**config.mk**
```make
export PLATFORM = sky130hd
export DESIGN_NAME = spi_slave_ctrl
export DESIGN_NICKNAME = d
export VERILOG_FILES = /design/src/rtl/spi_pkg.sv /design/src/rtl/spi_slave_ctrl.sv
export SDC_FILE = /design/constraint.sdc
export NUM_CORES = 1
export LEC_CHECK = 0
export ABC_AREA = 1
export BUFFER_PORTS_ARGS = -buffer_cell sky130_fd_sc_hd__buf_4
export CAP_MARGIN = 20
export CELL_PAD_IN_SITES_DETAIL_PLACEMENT = 0
export CELL_PAD_IN_SITES_GLOBAL_PLACEMENT = 1
export CORE_MARGIN = 8
export CORE_UTILIZATION = 41
export CTS_CLUSTER_SIZE = 10
export DETAILED_ROUTE_END_ITERATION = 7
export PLACE_DENSITY = 0.75
export SLEW_MARGIN = 15
export SYNTH_ARGS = -nofsm -noshare
export SYNTH_HDL_FRONTEND = slang
export SYNTH_SLANG_ARGS = --single-unit
```
**constraint.sdc**
```tcl
create_clock -name clk -period 1.85 [get_ports clk]
set_clock_uncertainty 0.1 [all_clocks]
set_input_delay 0.2775 -clock clk [delete_from_list [all_inputs] [get_ports clk]]
set_output_delay 0.2775 -clock clk [all_outputs]
set_load 0.02 [all_outputs]
```
**src/rtl/spi_pkg.sv**
```systemverilog
// spi_pkg: shared FSM states, default width and command encodings for the SPI slave.
package spi_pkg;
    localparam int DATA_W_DEF = 8;
    localparam logic [1:0] CMD_WR_ADDR = 2'b00;
    localparam logic [1:0] CMD_WR_DATA = 2'b01;
    localparam logic [1:0] CMD_RD_ADDR = 2'b10;
    localparam logic [1:0] CMD_RD_DATA = 2'b11;
    typedef enum logic [2:0] {IDLE, CHK_CMD, WRITE, READ_ADD, READ_DATA} state_t;
endpackage

```
**src/rtl/spi_slave_ctrl.sv**
```systemverilog
// spi_slave_ctrl: SPI slave framing {cmd, payload} to RAM din and serialising RAM dout on MISO.
module spi_slave_ctrl
    import spi_pkg::*;
#(
    parameter int DATA_W = DATA_W_DEF
) (
    input  logic              clk,
    input  logic              rst_n,
    input  logic              SS_n,
    input  logic              MOSI,
    output logic              MISO,
    output logic [DATA_W+1:0] rx_data,
    output logic              rx_valid,
    input  logic [DATA_W-1:0] tx_data,
    input  logic              tx_valid
);
    state_t state, state_n;
    logic rd_addr_done, done, tx_busy, tx_done;
    logic [DATA_W:0] shreg;
    logic [DATA_W-1:0] tx_sh;
    logic [3:0] cnt, tx_cnt;

    always_ff @(posedge clk) begin
        if (!rst_n) state <= IDLE;
        else        state <= state_n;
    end

    always_comb begin
        state_n = state;
        state_n = SS_n ? IDLE :
                  state == IDLE ? CHK_CMD :
                  state == CHK_CMD ? (!MOSI ? WRITE : rd_addr_done ? READ_DATA : READ_ADD) :
                  state;
    end

    always_ff @(posedge clk) begin
        if (!rst_n) begin
            rd_addr_done <= 1'b0;
            done         <= 1'b0;
            tx_busy      <= 1'b0;
            tx_done      <= 1'b0;
            cnt          <= '0;
            tx_cnt       <= '0;
            shreg        <= '0;
            tx_sh        <= '0;
            MISO         <= 1'b0;
            rx_data      <= '0;
            rx_valid     <= 1'b0;
        end else begin
            rx_valid <= 1'b0;
            if (SS_n || state == IDLE) begin
                done    <= 1'b0;
                tx_busy <= 1'b0;
                tx_done <= 1'b0;
                cnt     <= '0;
                tx_cnt  <= '0;
                MISO    <= 1'b0;
            end else if (state == CHK_CMD) begin
                shreg <= {shreg[DATA_W-1:0], MOSI};
            end else if (!done) begin
                // shreg holds bits 9..1 when the final bit arrives
                shreg <= {shreg[DATA_W-1:0], MOSI};
                cnt   <= cnt + 4'd1;
                if (cnt == 4'(DATA_W)) begin
                    done         <= 1'b1;
                    rx_valid     <= 1'b1;
                    rx_data      <= {shreg, MOSI};
                    rd_addr_done <= state == READ_ADD ? 1'b1 : state == READ_DATA ? 1'b0 : rd_addr_done;
                end
            end else if (state == READ_DATA) begin
                // one read word per frame; later tx_valid strobes are ignored
                if (tx_busy) begin
                    MISO    <= tx_cnt == 4'(DATA_W) ? 1'b0 : tx_sh[DATA_W-1];
                    tx_sh   <= tx_sh << 1;
                    tx_cnt  <= tx_cnt + 4'd1;
                    tx_busy <= tx_cnt != 4'(DATA_W);
                    tx_done <= tx_cnt == 4'(DATA_W);
                end else if (!tx_done && tx_valid) begin
                    MISO    <= tx_data[DATA_W-1];
                    tx_sh   <= tx_data << 1;
                    tx_cnt  <= 4'd1;
                    tx_busy <= 1'b1;
                end
            end
        end
    end
endmodule

```
Yosys cells after proc, flatten, opt, wreduce, memory -nomap -nowiden
Index checks and enable logic that the tools add are counted.

Register bits after elaboration: 44. Bits in latches: 0. Memory bits (writable): 0. Bits in read-only memories: 0. Input bits: 13. Output and inout bits: 12. Word-level logic and storage cells: 64. Memories kept: 0.

$add $sub $neg: 2. Multiply operators: 0. Divide/modulo/power cells: 0. Magnitude comparators: 0. Equality and inequality tests: 7. Shifts and indexed selects: 0. Multiplexer cells: 19. Bitwise operators: 4. Reductions and logical operators: 19.

Operators by type and width (number): 2-to-1 mux 9 bit (2); 2-to-1 mux 8 bit (2); AND reduction 4 bit (3); 2-to-1 mux 1 bit (11); AND reduction 5 bit (2); adder 4 x 1 -> 4 bit (second input constant) (2); == test 4 bit (second input constant) (2); 2-to-1 mux 4 bit (2); 2-to-1 mux 3 bit (2); nonzero test 2 bit (3); != test 4 bit (second input constant) (1); NOT 1 bit (4); AND reduction 2 bit (2); OR reduction 2 bit (2); OR reduction 4 bit (1); == test 3 x 1 -> 1 bit (second input constant) (1); == test 3 x 2 -> 1 bit (second input constant) (1); == test 3 bit (second input constant) (1); logical NOT 3 bit (1); AND reduction 3 bit (1); OR reduction 3 bit (1); != test 2 x 1 -> 1 bit (second input constant) (1); logical AND 1 bit (1); logical NOT 1 bit (1); logical OR 1 bit (1).

Longest topological paths before layout
Word-level depth: 4. Mapped depth: 8. Mapped depth without buffers: 8.

Least setup slack after synthesis
No wires, ideal clock.

Kind: reg2reg. Start: reg cnt[0]. End: reg rx_data[5]. Setup time: 0.116 ns. Arrival time: 1.093 ns. Data required time: 1.634 ns. Setup slack: 0.541 ns. Cell stages (with the launch flop): 8. Buffers on the path: 0. Period minus slack after synthesis: 1.309 ns. Cells stage by stage: dfxtp_1 -> inv_1 -> ha_1 -> nand3_1 -> inv_1 -> nand2_1 -> o21ai_0 -> nor2_1.

Cells in the longest elaborated chain, start to end: 2.

Ends and longest elaborated chain: start, declared (RTL line spi_slave_ctrl.sv:21) `logic [3:0] cnt, tx_cnt;`; start signal, assigned (RTL line spi_slave_ctrl.sv:63) `cnt <= cnt + 4'd1;`; == test 4 bit (RTL line spi_slave_ctrl.sv:64) `if (cnt == 4'(DATA_W)) begin`; AND reduction 4 bit (no line); end signal, assigned (RTL line spi_slave_ctrl.sv:67) `rx_data <= {shreg, MOSI};`; end, declared (RTL line spi_slave_ctrl.sv:12) `output logic [DATA_W+1:0] rx_data,`.

Every way passes these cells. A chain may end at the register's enable or synchronous reset.

Worst setup path after layout
Start: reg cnt[0]. End: reg rx_data[6].

Same word-level chain as after synthesis.

==> qor.txt <==
status = completed
area share of the largest cell type after synthesis = 45.7%
Reg clk slew, reported paths = 0.08 ns
synth top area cells = dfxtp_1, nor2_1, nand2_1
Setup violations, final = 0
Placer Congestion = 0.802
flops & latches, synth = 43
hold_sp = SS_n
vias in the first global route = 1584
post-route clock period utilization = 81.2%
Comb pwr share = 5.6%
r2r setup slk = 0.35 ns
placed wire-length estimate = 2.80 mm
first-pass GRT wire length = 6.99 mm
Flop pwr share = 55.7%
WS Path Type = reg -> reg
die area = 7020 µm²
Nets = 301
gr busiest metal = met2
Ys Warns = 0
setup repair after global routing missed its margin = no
Post-CTS Setup Inserts = 0
endpoint class of the critical path = register
syn nets = 274
fin area = 2220 µm²
Initial Util = 43.0%
post-cts sizing count = 0
max_cap viols = 0
Clk pwr share = 38.6%
Rel. slew slack = 78.3%
Slowest-stage cell, CP = dfxtp_1
Die H = 83.8 µm
CTS Root Cell = clkbuf_8
hold buffers post-CTS = 0
Die X = 83.8 µm
max-slew violation count = 0
Routed WL = 3.86 mm
GRT Overall Usage = 11.5%
met2 Use GR = 18.0%
Vias/cell = 4.74
largest net degree at the start of global routing = 28
Crit path largest cell delay = 0.33 ns
I/O pins = 25
R2R cell count = 7
met3 Use GR = 3.61%
Setup TNS Final = 0 ns
Clock Latency Late Sink = 0.29 ns
GRT met1 Usage = 14.6%
FF-to-FF End = rx_data[6]
final core utilization = 50.7%
PwrDens = 764 nW/µm²
Hold Fails Final Rpt = 0
Tightest Hold Check Type = in -> reg
Cell variety after synth = 27
layout cell share with drive strength beyond 1 = 20.4%
LEAKAGE = 0.932 nW
highest-count cells in the layout ignoring fill and taps = nor2_1, dfxtp_1, nand2_1
Initial DRC Count = 111
routed len/inst = 11.5 µm
Net Sw Power = 0.000381 W
via count = 1596
CP top delay family = simple AND/OR/NAND/NOR gates
Core ar. = 4380 µm²
CP Buf/Inv Count = 2
CTS tree = built
CTS Buf Count = 5
FF-to-FF Start = cnt[0]
sequential area share after synthesis = 45.7%
most common cell after layout, fill and taps aside = nor2_1
switching fraction of total power = 22.5%
CP required = 1.94 ns
worst hold stages = 2
TritonCTS Sinks = 43
internal power = 0.00132 W
DRC violations left = 0
leading area contributor after synthesis = dfxtp_1
Area Growth Syn to Fin = 17.9%
Arr. time, crit path = 1.59 ns
Crit path top cell by count = inv_1
Post-DP Area = 2120 µm²
Mapped Avg Cell Area = 7.33 µm²
worst-path fanout max = 10
H-tree levels = 2
Post-Syn Instances = 257
fmax = 666 MHz
DRT antenna net count = 0
maximum VDD drop = 338 µV
crit path cell chain = inv_1 -> ha_1 -> nand3_1 -> inv_1 -> nand2_1 -> o21ai_0 -> nor2_1
Hold EP = state[0]
total grt overflow = 0
slew of the pin with the lowest slew margin = 0.325 ns
minimum clock period = 1.50 ns
CTS Buffer Depth = 2
DR pass1 iterations = 4
Cell Area, Synth = 1880 µm²
initial antenna violation count = 0
Antenna diodes = 0
num rows = 24
Setup crit start kind = register
IO buf count = 24
-- cell usage after synthesis, drive strengths merged --
master  instances
a211oi          1
a21boi          6
a21oi          11
and3            1
buf             4
clkbuf          3
dfxtp          43
ha              4
inv            26
nand2          44
nand3          16
nor2           64
nor3            2
nor3b           1
nor4            1
o21ai          27
xnor2           1
xor2            2
-- worst max path at each step --
| stage | endpoint | startpoint | slack, ns | cells after the start |
|---|---|---|---|---|
| floorplan | rx_data[5] | cnt[0] | 0.54 | 7 |
| global placement | rx_data[1] | cnt[0] | 0.36 | 7 |
| detailed placement | rx_data[6] | cnt[0] | 0.33 | 7 |
| CTS | rx_data[6] | cnt[0] | 0.33 | 7 |
| global route | tx_sh[4] | state[0] | 0.19 | 7 |
| finish | rx_data[6] | cnt[0] | 0.35 | 7 |
-- layout make-up --
| type | instances | area, µm² |
|---|---|---|
| Multi-Input combinational cell | 181 | 890 |
| Clock buffer | 7 | 96.3 |
| Sequential cell | 43 | 861 |
| Tap cell | 52 | 65.1 |
| Timing Repair Buffer | 27 | 203 |
| Clock inverter | 1 | 7.51 |
| Fill cell | 469 | 2160 |
| Inverter | 26 | 100 |
-- worst register-to-register path, stage by stage (launching register included) --
cell	delay, ns
dfxtp_1	0.33
inv_1	0.09
ha_1	0.15
nand3_1	0.13
inv_1	0.12
nand2_1	0.21
o21ai_0	0.23
nor2_1	0.06
-- cells by family after synthesis --
family	after synthesis	synth area share [%]
buffers and inverters	33	7.10
XOR/XNOR	3	1.39
AND/OR/NAND/NOR	129	30.3
flip-flops	43	45.7
AO/OA/AOI/OAI	45	12.9
adder cells (fa/ha/maj)	4	2.66
-- power groups by stage --
stage          clock [W]  combinational [W]  sequential, W
2_1_floorplan          0          0.0000629       0.000966
3_5_place_dp           0          0.0000965       0.000968
6_report        0.000656          0.0000957       0.000946
3_3_place_gp           0          0.0000969       0.000968
4_1_cts         0.000694          0.0000969       0.000946
5_1_grt         0.000716           0.000110       0.000948
-- per-layer routing --
| layer | wire (µm) | vias to the layer above |
|---|---|---|
| li1 | - | 868 |
| met1 | 1990 | 701 |
| met2 | 1650 | 20 |
| met3 | 179 | 7 |
| met4 | 45 | 0 |
| met5 | 0 | - |
-- through the flow --
stage / total power, W / setup WS, ns / std cells / hold WS [ns]
after global routing: 0.00177 / 0.190 / 337 / 0.0765
final: 0.00170 / 0.348 / 337 / 0.0871
after CTS: 0.00174 / 0.326 / 337 / 0.0655
after floorplan: 0.00103 / 0.541 / 257 / 0.256
after detailed placement: 0.00106 / 0.329 / 329 / 0.358
after global placement: 0.00106 / 0.365 / 329 / 0.352
-- flip-flops by register name, summed over array words and instances, names as in the netlist --
| signal | flops |
|---|---|
| state | 3 |
| shreg | 9 |
| rx_valid | 1 |
| cnt | 4 |
| tx_cnt | 4 |
| MISO | 1 |
| tx_sh | 7 |
| rx_data | 10 |
| tx_done | 1 |
| tx_busy | 1 |
| rd_addr_done | 1 |
| done | 1 |
No activity file was read; power rests on OpenSTA's default activity.
